--- src/rtl/downlink_pwm_decoder.sv ---
// -----------------------------------------------------------------------------
// downlink_pwm_decoder
//
// Decodes the reader's pulse-width coded downlink from the envelope detector.
// Each high pulse on DEC_IN carries one bit, and the width of the pulse selects
// the bit value:
//   width <  MIN_PULSE              glitch, dropped
//   MIN_PULSE <= width <= BIT0_MAX  bit 0
//   BIT0_MAX  <  width <= BIT1_MAX  bit 1
//   width >  BIT1_MAX               error: ERR strobe, frame discarded
// Bits are assembled MSB-first into bytes. A low gap of GAP_END cycles ends
// the frame.
//
// Ports:
//   CLK         system clock (20 MHz)
//   RSTN        synchronous active-low reset
//   EN          block enable; low clears everything, like reset
//   DEC_IN      envelope detector output (asynchronous, high = carrier pulse)
//   DATA        last completed byte, MSB = first received bit
//   DATA_VALID  one-cycle strobe, DATA has just been updated
//   FRAME_DONE  one-cycle strobe at frame end
//   BIT_COUNT   bits in the last frame (saturating at 255), updated with
//               FRAME_DONE and held afterwards
//   ERR         one-cycle strobe, overlong pulse
//   BUSY        high whenever the decoder is not idle
//   DBG_STATE   current FSM state (IDLE=0, HIGH=1, LOW=2, ERROR=3)
//
// Output semantics: the block only produces strobes. It has no backpressure.
// DATA_VALID, FRAME_DONE and ERR are each high for exactly one cycle. The
// consumer must capture DATA with DATA_VALID, and BIT_COUNT with FRAME_DONE,
// in that same cycle.
// -----------------------------------------------------------------------------
module downlink_pwm_decoder #(
  parameter int MIN_PULSE = 20,
  parameter int BIT0_MAX  = 200,
  parameter int BIT1_MAX  = 400,
  parameter int GAP_END   = 800
) (
  input  logic       CLK,
  input  logic       RSTN,
  input  logic       EN,
  input  logic       DEC_IN,
  output logic [7:0] DATA,
  output logic       DATA_VALID,
  output logic       FRAME_DONE,
  output logic [7:0] BIT_COUNT,
  output logic       ERR,
  output logic       BUSY,
  output logic [1:0] DBG_STATE
);

  typedef enum logic [1:0] {
    ST_IDLE  = 2'd0,
    ST_HIGH  = 2'd1,
    ST_LOW   = 2'd2,
    ST_ERROR = 2'd3
  } state_t;

  localparam logic [15:0] MIN_W   = 16'(MIN_PULSE);
  localparam logic [15:0] BIT0_W  = 16'(BIT0_MAX);
  localparam logic [15:0] BIT1_W  = 16'(BIT1_MAX);
  localparam logic [15:0] GAP_W_1 = 16'(GAP_END - 1);

  state_t      state_q, state_d;
  logic        sync_1_q;
  logic        s_q;          // synchronised DEC_IN level
  logic        s_prev_q;     // s_q one cycle later, used for edge detection
  logic [15:0] cnt_q, cnt_d;
  logic [7:0]  frame_bits_q, frame_bits_d;
  logic [2:0]  byte_pos_q, byte_pos_d;
  logic [7:0]  shreg_q, shreg_d;
  logic [7:0]  data_q, data_d;
  logic [7:0]  bit_count_q, bit_count_d;
  logic        dv_q, dv_d;
  logic        fd_q, fd_d;
  logic        err_q, err_d;

  logic        rise;
  logic        fall;
  logic        new_bit;
  logic [7:0]  shifted;
  logic [15:0] cnt_inc;

  assign rise    = s_q & ~s_prev_q;
  assign fall    = ~s_q & s_prev_q;
  assign cnt_inc = (cnt_q == 16'hFFFF) ? cnt_q : cnt_q + 16'd1;
  // The pulse that just ended is a 1 when it was wider than BIT0_MAX.
  assign new_bit = (cnt_q > BIT0_W);
  assign shifted = {shreg_q[6:0], new_bit};

  // cnt_q counts the cycles that s_prev_q has spent at its current level.
  // In the cycle where an edge is seen, it therefore holds the full width of
  // the level that just ended. While a level continues, "cnt_q == N-1" means
  // that the current cycle is the N-th cycle at that level.
  always_comb begin
    state_d      = state_q;
    cnt_d        = (s_q != s_prev_q) ? 16'd1 : cnt_inc;
    frame_bits_d = frame_bits_q;
    byte_pos_d   = byte_pos_q;
    shreg_d      = shreg_q;
    data_d       = data_q;
    bit_count_d  = bit_count_q;
    dv_d         = 1'b0;
    fd_d         = 1'b0;
    err_d        = 1'b0;

    case (state_q)
      ST_IDLE: begin
        cnt_d = 16'd0;
        if (rise) begin
          state_d      = ST_HIGH;
          cnt_d        = 16'd1;
          frame_bits_d = 8'd0;
          byte_pos_d   = 3'd0;
          shreg_d      = 8'd0;
        end
      end

      ST_HIGH: begin
        if (fall) begin
          state_d = ST_LOW;
          if (cnt_q >= MIN_W) begin
            shreg_d      = shifted;
            frame_bits_d = (frame_bits_q == 8'hFF) ? frame_bits_q : frame_bits_q + 8'd1;
            byte_pos_d   = byte_pos_q + 3'd1;
            if (byte_pos_q == 3'd7) begin
              data_d = shifted;
              dv_d   = 1'b1;
            end
          end
        end else if (s_q && (cnt_q == BIT1_W)) begin
          // This cycle is high cycle BIT1_MAX+1. Abort without waiting for
          // the falling edge.
          state_d      = ST_ERROR;
          err_d        = 1'b1;
          frame_bits_d = 8'd0;
          byte_pos_d   = 3'd0;
          shreg_d      = 8'd0;
        end
      end

      ST_LOW: begin
        if (rise) begin
          state_d = ST_HIGH;
        end else if (!s_q && (cnt_q == GAP_W_1)) begin
          state_d = ST_IDLE;
          if (frame_bits_q != 8'd0) begin
            fd_d        = 1'b1;
            bit_count_d = frame_bits_q;
          end
        end
      end

      ST_ERROR: begin
        // Pulses are ignored. Any high level restarts the gap count, because
        // cnt_q is reset on every edge.
        if (!s_q && !s_prev_q && (cnt_q == GAP_W_1)) begin
          state_d = ST_IDLE;
        end
      end

      default: begin
        state_d = ST_IDLE;
      end
    endcase
  end

  always_ff @(posedge CLK) begin
    if (!RSTN || !EN) begin
      state_q      <= ST_IDLE;
      sync_1_q     <= 1'b0;
      s_q          <= 1'b0;
      s_prev_q     <= 1'b0;
      cnt_q        <= 16'd0;
      frame_bits_q <= 8'd0;
      byte_pos_q   <= 3'd0;
      shreg_q      <= 8'd0;
      data_q       <= 8'd0;
      bit_count_q  <= 8'd0;
      dv_q         <= 1'b0;
      fd_q         <= 1'b0;
      err_q        <= 1'b0;
    end else begin
      state_q      <= state_d;
      sync_1_q     <= DEC_IN;
      s_q          <= sync_1_q;
      s_prev_q     <= s_q;
      cnt_q        <= cnt_d;
      frame_bits_q <= frame_bits_d;
      byte_pos_q   <= byte_pos_d;
      shreg_q      <= shreg_d;
      data_q       <= data_d;
      bit_count_q  <= bit_count_d;
      dv_q         <= dv_d;
      fd_q         <= fd_d;
      err_q        <= err_d;
    end
  end

  assign DATA       = data_q;
  assign DATA_VALID = dv_q;
  assign FRAME_DONE = fd_q;
  assign BIT_COUNT  = bit_count_q;
  assign ERR        = err_q;
  assign BUSY       = (state_q != ST_IDLE);
  assign DBG_STATE  = state_q;

endmodule

--- config.mk ---
export PLATFORM = sky130hd
export DESIGN_NAME = downlink_pwm_decoder
export DESIGN_NICKNAME = d
export VERILOG_FILES = /design/src/rtl/downlink_pwm_decoder.sv
export SDC_FILE = /design/constraint.sdc
export NUM_CORES = 1
export LEC_CHECK = 0
export CAP_MARGIN = 40
export CORE_MARGIN = 10
export CORE_UTILIZATION = 51
export CTS_CLUSTER_SIZE = 8
export DETAILED_ROUTE_END_ITERATION = 10
export PLACE_DENSITY = 0.79
export SYNTH_ARGS = -nofsm -noshare
export SYNTH_HDL_FRONTEND = slang
export SYNTH_SLANG_ARGS = --single-unit
--- constraint.sdc ---
create_clock -name CLK -period 2.7 [get_ports CLK]
set_input_delay 0.54 -clock CLK [delete_from_list [all_inputs] [get_ports CLK]]
set_output_delay 0.54 -clock CLK [all_outputs]
set_load 0.1 [all_outputs]
==> out/results.ini <==
[status]
status=finished clean

[critical_path]
crit_path_end_kind=flip-flop
path_max_fanout=6
r2r-end=byte_pos_q[0]
ff2ff_setup_slack_ns=0.10
critPathKind=flip-flop to flip-flop
ff2ff_path_depth=7
cpMostUsedCell=or4_4
arrival_ns=2.89
reg2reg_from=cnt_q[0]
cp_data_required_time_ns=3.00
crit_path_start_kind=flip-flop
crit_start=cnt_q[0]
crit_family=simple AND/OR/NAND/NOR gates
slowest_delay_ns=0.56
path_buf_inv=1
path_cells=inv_2, ha_2, or4b_4, or4_4, a311o_1, or4_4, a21oi_2
slowest_stage=or4_4

[logic_synthesis]
yosys.area_share.adder_pct=4.03
synth-simple-area-share_pct=26.4
post-synth-top-area-cell=dfxtp_1
synth_commonest_cells=dfxtp_1, a21oi_1, nand2_1
synth_top_area_share_pct=41.6
synth-compound-area-share_pct=17.4
synth_top_family_by_area=simple AND/OR/NAND/NOR gates
syn_avg_cell_area_um2=8.24
synth_area_leaders=dfxtp_1, a21oi_1, nand2_1, nand3_1, ha_1
synth_xor_area_share_pct=2.19
synthMuxAreaShare_pct=3.94
synth_nets=352
postSynthCellCount=339
yosysWarnings=0
ys_async_sr_fraction_pct=0
ys_seq_elements=58
synth.distinct_cells=45
yosysMostFrequentCell=dfxtp_1
synth_edf_count=0
synthFlopType=dfxtp_1
ys_seq_area_share_pct=41.6
syn-cell-area_um2=2790

[layout]
diodes=0
fin_nets=397
stdcell_count=459
layout-drive-gt1-share_pct=22.4
fin_util_pct=66.9
area_growth_pct=24.7
fin_area_um2=3480

[clock_network]
clockBufferDepth=2
path_clk_slew_ns=0.07
cts_tree=done
worstSkewPairLatency_ns=0.36
cts_made_buffers=9
htree_levels=3
clockRootBuffer=clkbuf_8
cts_sinks=58

[sta]
fin_crit_sh_pct=96.2
slew-limit-headroom_pct=57.3
setup_slack_ns=0.103
setup-tns-final_ns=0
setup_viol=0
worstMarginPinSlew_ns=0.638
whs_ns=0.454
slew_viol_final=0
min_period_ns=2.60
skew_ns=0.00736
hold_violations=0
max_freq_mhz=385

[detailed_routing]
vias_per_cell=6.02
first_pass_iters=5
totalWireLength_um=7490
routedWlPerCell_um=16.3
via_count=2762
antenna_left=0
initialDrtViolationCount=215
drc=0

[power]
pwr-share-comb_pct=2.2
power.total_mw=1.82
sw_frac_of_total_pct=22.3
power_per_cell_area_nw_per_um2=523
vdd.ir_drop.worst_v=0.000363
p_leak_nw=1.27
switching_power_mw=0.406
p_int_mw=1.42
seqPwrFrac_pct=47.1
pwr-share-clk_pct=50.7

[placed_design]
dp.cells=442
dp_hpwl_um=5080
portBuffers=25
pre_cts_ws_ns=0.0662
gp_congestion=0.890
placed_area_um2=3210

[min_path]
holdPathEnd=BIT_COUNT[2]
min_delay_path_depth=2
holdCritPathClass=flip-flop to flip-flop
hp-start=BIT_COUNT[2]

[job]
drv_cap=0

[global_route]
grt_pass1_wl_um=12000
antenna_found_initial=0
grt_usage_pct=16.8
grt_overflow=0
grt_pass1_vias=2551
grt_max_degree=22

[floorplan]
ios=26
fp.coreArea_um2=5200
rows=26
start_util_pct=53.7
die_x_um=94.0
fp.dieArea_um2=8840
die_h_um=94.0

-- cells in the final DEF, fill, tap and decap left out, drive strengths merged, types with 2 or more instances in the layout --
master,netlist,final
or4b,2,2
and3,4,4
o211ai,3,3
a211oi,6,6
o32ai,2,2
or2,2,2
bufinv,0,2
clkbuf,20,10
clkdlybuf4s50,0,3
nor4,4,4
dfxtp,58,58
a21oi,32,32
nor2,30,30
nand2b,5,5
clkinv,0,3
and2,3,3
or4,5,5
nand2,31,31
a31oi,3,3
nor3,9,9
o211a,2,2
xnor2,7,7
and4,2,2
o21ai,21,21
buf,1,52
o41ai,2,2
inv,10,10
nand4,17,17
nand3,23,23
mux2i,11,11
or4bb,2,2
ha,9,9
-- power by group through the flow --
stage	sequential, mW	clock (mW)	combinational [mW]
floorplan	0.878	0	0.0221
global placement	0.877	0	0.0374
detailed placement	0.877	0	0.0378
CTS	0.858	0.929	0.0380
global route	0.857	0.970	0.0422
finish	0.858	0.924	0.0395
-- flip-flops by register name (all words and copies together) (netlist names) --
| name | flops |
|---|---|
| DATA | 8 |
| DBG_STATE | 2 |
| DATA_VALID | 1 |
| s_q | 1 |
| BIT_COUNT | 8 |
| cnt_q | 16 |
| byte_pos_q | 3 |
| s_prev_q | 1 |
| ERR | 1 |
| shreg_q | 7 |
| frame_bits_q | 8 |
| FRAME_DONE | 1 |
| sync_1_q | 1 |
-- cell families (layout without fill, tap and decap cells) --
family / Yosys count / after routing
fa+ha+maj: 9 / 9
compound gates: 80 / 80
simple gates: 143 / 143
mux: 11 / 11
xor+xnor: 7 / 7
flops: 58 / 58
buf+inv: 31 / 81
-- routing by layer --
layer  share of wire, %  up-vias  wire length [um]  global-route usage, %
met4                2.7        0               200                   7.72
met2                 49      119              3690                   27.4
li1                   -     1325                 -                      -
met5                  0        -                 0                      0
met3                7.7       26               580                   7.43
met1                 40     1292              3020                   18.4
-- worst register-to-register path, cell delays in order, from the launching register on --
cell     delay [ns]
dfxtp_2        0.33
inv_2          0.05
ha_2           0.17
or4b_4         0.44
or4_4          0.42
a311o_1        0.44
or4_4          0.56
a21oi_2        0.14
-- final cells by class --
cell class	count	area (um2)
multi-input combinational	250	1540
inverter	10	37.5
timing repair buffer	55	420
clock inverter	6	90.1
tap	70	87.6
clock buffer	10	138
sequential	58	1170
fill	433	1720
-- worst max path at each step --
| stage | cells after the start | slack, ns | to |
|---|---|---|---|
| floorplan | 7 | 0.08 | DATA[0] |
| global placement | 5 | 0.15 | frame_bits_q[4] |
| detailed placement | 7 | 0.07 | frame_bits_q[4] |
| CTS | 7 | 0.06 | frame_bits_q[4] |
| global route | 7 | -0.01 | byte_pos_q[0] |
| finish | 7 | 0.10 | byte_pos_q[0] |
-- timing repair --
item                       CTS  global route
buffers inserted             0             1
hold buffers                 0             0
setup endpoints to repair    0             2
resized for setup            0            14
(Power assumes the default switching activity.)
==> patch 1, RTL diff (config.mk and constraints unchanged) <==
Register the inputs `EN` and `DEC_IN` before use, without a reset. The logic sees them one clock later.
--- a/src/rtl/downlink_pwm_decoder.sv
+++ b/src/rtl/downlink_pwm_decoder.sv
@@ -62,4 +62,12 @@
   localparam logic [15:0] GAP_W_1 = 16'(GAP_END - 1);
 
+  logic EN_q;
+  logic DEC_IN_q;
+
+  always_ff @(posedge CLK) begin
+    EN_q     <= EN;
+    DEC_IN_q <= DEC_IN;
+  end
+
   state_t      state_q, state_d;
   logic        sync_1_q;
@@ -167,5 +175,5 @@
 
   always_ff @(posedge CLK) begin
-    if (!RSTN || !EN) begin
+    if (!RSTN || !EN_q) begin
       state_q      <= ST_IDLE;
       sync_1_q     <= 1'b0;
@@ -183,5 +191,5 @@
     end else begin
       state_q      <= state_d;
-      sync_1_q     <= DEC_IN;
+      sync_1_q     <= DEC_IN_q;
       s_q          <= sync_1_q;
       s_prev_q     <= s_q;
Check against the original RTL: not equivalent (a bounded check fails within 4 cycles, from zero or initial values).
==> patch 1 against the unedited design <==
- power about the same
- sequential cell count rose by 2
- final area decreased by 0.36%
- core utilization down 3.1 points
- area after synthesis rose by 1.4%
- routed wire length down 11%
- setup slack got worse by 77 ps
==> patch 1: results <==
routing:
  wl_per_cell_um: 14.7
  met3WireLength_um: 532
  met1_length_um: 2880
  via_per_inst: 5.80
  drt_wl_total_um: 6700
  wl_met2_um: 3210
  drtIter0Drc: 187
  first_pass_iters: 4
power:
  p_leak_nw: 1.26
  swShare_pct: 19.7
  ir_drop_uv: 375
synth:
  synthFlopType: "dfxtp_1"
  synth_nets: 354
  seq_area_frac_synth_pct: 42.4
  synth_common_cells: "dfxtp_1, a21oi_1, nand2_1"
  synthTopCellsByArea: "dfxtp_1, a21oi_1, nand2_1, nand3_1, ha_1"
  postSynthCellCount: 341
global_routing:
  grt_pass1_vias: 2412
  track_usage_pct: 15.7
  antenna_found_initial: 0
  grt_pass1_wl_um: 11300
critical_path:
  cp.arrival_ps: 2920
  reg2reg_to: "frame_bits_q[4]"
  reg2reg_depth: 5
  rrSetupSlack_ps: 30
  timing.rr.start: "cnt_q[15]"
layout:
  layout-drive-gt1-share_pct: 19.5
  fin_nets: 394
  nFillCells: 459
run_status:
  status: "complete, no violations"
place:
  place_ws_ps: 6.97
  placed_cells: 440
  routabilityCongestion: 0.911
  dp_hpwl_um: 4680
  placed_area_um2: 3210
timing:
  post-route-min-period_ps: 2670
  worst_slew_pin_slew_ps: 604
  finClkSkew_ps: 11.2
clock_network:
  cts_buffer_depth: 2
worst_hold_path:
  holdCritStartpoint: "BIT_COUNT[1]"
-- patch 1: cell types whose count changed in the layout (fill, tap and decap cells not counted), sizes merged --
cell	delta
dfxtp	+2
clkinv	-2
clkbuf	+1
buf	-5
-- patch 1: cell families after synthesis --
kind of cell / count (synthesis) / share of synthesized area (%)
and+or+nand+nor: 143 / 26.0
AOI/OAI and AO/OA: 80 / 17.2
DFF: 60 / 42.4
buffers and inverters: 31 / 4.37
muxes: 11 / 3.89
adders and majority gates: 9 / 3.97
xor gates and xnor gates: 7 / 2.16
-- patch 1: final cells by class --
type	count	area [µm²]	share of cell area [%]
sequential	60	1210	34.7
inverter	10	37.5	1.08
timing repair buffer	50	383	11.0
multi-input combinational	250	1530	44.1
tap	72	90.1	2.59
clock buffer	11	151	4.36
clock inverter	4	72.6	2.09
-- patch 1: power by group through the flow --
stage          clock [mW]  combinational (mW)  sequential (mW)
3_5_place_dp            0              0.0373            0.910
2_1_floorplan           0              0.0220            0.910
5_1_grt             0.956              0.0429            0.889
4_1_cts             0.918              0.0374            0.890
6_report            0.895              0.0396            0.889
3_3_place_gp            0              0.0373            0.909
-- patch 1: worst max path at each step --
stage	endpoint	startpoint	cells past startpoint
CTS	frame_bits_q[4]	cnt_q[1]	7
floorplan	DATA[0]	DBG_STATE[0]	7
global placement	frame_bits_q[4]	cnt_q[15]	5
global route	frame_bits_q[4]	cnt_q[15]	5
finish	frame_bits_q[4]	cnt_q[15]	5
detailed placement	frame_bits_q[4]	cnt_q[1]	7
-- patch 1: worst min-delay path, cell delays in order, from the launching register on --
cell and delay [ps]:
dfxtp_1 310, nand2_1 50, a21oi_1 50
-- patch 1: repair_timing --
item,CTS,global route
setup endpoints to repair,0,5
resized for setup,0,9
buffers inserted,0,2
hold buffers,0,0
-- patch 1: through the flow --
step                      total power [mW]  hold slack [ps]  setup TNS [ps]
after CTS                             1.84              456               0
after global placement               0.947              444               0
after detailed placement             0.947              447               0
final                                 1.82              453               0
after global routing                  1.89              477           -53.2
after floorplan                      0.932              444               0
-- patch 1: per-layer routing --
| layer | up-vias | GRT usage [%] |
|---|---|---|
| li1 | 1326 | - |
| met1 | 1204 | 18.5 |
| met2 | 113 | 25.1 |
| met3 | 8 | 6.03 |
| met4 | 0 | 6.23 |
| met5 | - | 0 |
==> patch 2, RTL diff (config.mk and constraints unchanged) <==
Made on the original files. Change the parameter `MIN_PULSE` from 20 to 16.
--- a/src/rtl/downlink_pwm_decoder.sv
+++ b/src/rtl/downlink_pwm_decoder.sv
@@ -32,5 +32,5 @@
 // -----------------------------------------------------------------------------
 module downlink_pwm_decoder #(
-  parameter int MIN_PULSE = 20,
+  parameter int MIN_PULSE = 16,
   parameter int BIT0_MAX  = 200,
   parameter int BIT1_MAX  = 400,
Behaviour: no difference found for any inputs over 10 cycles, from zero or initial values; that may be too few to reach the edited logic, so the function may still have changed.
==> patch 2 against the unedited design <==
- routed wire length fell by 14%
- sequential cell count did not move
- clock skew rose by 0.66 ps
- power fell by 3.7%
- sequential share of layout area rose by 0.96 points
- first-iteration DRC count fell by 14%
- area after synthesis rose by 5.8%
- final area fell by 3.4%
- global-route usage fell by 1.9 points
- setup slack improved by 300 ps
- via count fell by 9.6%
- count of clock-buffer cells in the layout rose by 1
- critical path type unchanged
==> patch 2: results <==
run_status:
  status: "complete, no violations"
global_routing:
  track_usage_pct: 15.0
  grt_pass1_wl_um: 11100
  grt_pass1_vias: 2341
routing:
  via_per_inst: 5.85
  wl_per_cell_um: 15.1
  drt_wl_total_um: 6440
  wl_met2_um: 3140
  met1_length_um: 2810
place:
  placed_cells: 411
  place_ws_ps: 445
  placed_area_um2: 3160
  dp_hpwl_um: 4360
timing:
  hold-worst-slack_ps: 484
  worst_slew_pin_slew_ps: 712
clock_network:
  clk_latency_ps: 340
synth:
  synthTopCellsByArea: "dfxtp_1, mux2i_1, nor2_1, ha_1, nand4_1"
  synthMuxAreaShare_pct: 6.43
  synth-xor-area-share_pct: 1.78
  seq_area_frac_synth_pct: 39.3
worst_hold_path:
  holdCritStartpoint: "byte_pos_q[2]"
  hold_end: "byte_pos_q[2]"
critical_path:
  critPathMaxStageDelay_ps: 500
  cp.arrival_ps: 2510
  crit_slowest_cell: "dfxtp_1"
  cp-startpoint: "s_q"
layout:
  layout-drive-gt1-share_pct: 16.3
  syn2layout_area_growth_pct: 13.8
  fin_nets: 363
patch 2: changes by cell type in the layout (fill, tap and decap cells not counted), moves of 4 or more:
cell / change
buf_4: -26
nor2_1: +15
nand2_1: -14
a21oi_1: -13
nand3_1: -12
mux2i_1: +8
dfxtp_1: +6
dfxtp_2: -6
and3_1: +4
nor3_1: +4
o21ai_0: -4
patch 2: kinds of logic after synthesis:
| logic type | count (synthesis) |
|---|---|
| mux | 19 |
| simple gates | 148 |
| xor+xnor | 6 |
| buf+inv | 34 |
| flops | 58 |
| fa+ha+maj | 9 |
| compound gates | 60 |
patch 2: report_power, final:
group          switching (mW)  internal (mW)  total, mW
registers             0.00192          0.857      0.859
clock network           0.338          0.518      0.856
logic                  0.0267         0.0116     0.0383
patch 2: cell type report:
type / instances / share of cell area (%)
Tap cell: 72 / 2.68
Inverter: 10 / 1.12
Timing Repair Buffer: 29 / 6.69
Multi-Input combinational cell: 242 / 48.8
Sequential cell: 58 / 34.5
Clock buffer: 11 / 3.90
Clock inverter: 5 / 2.34
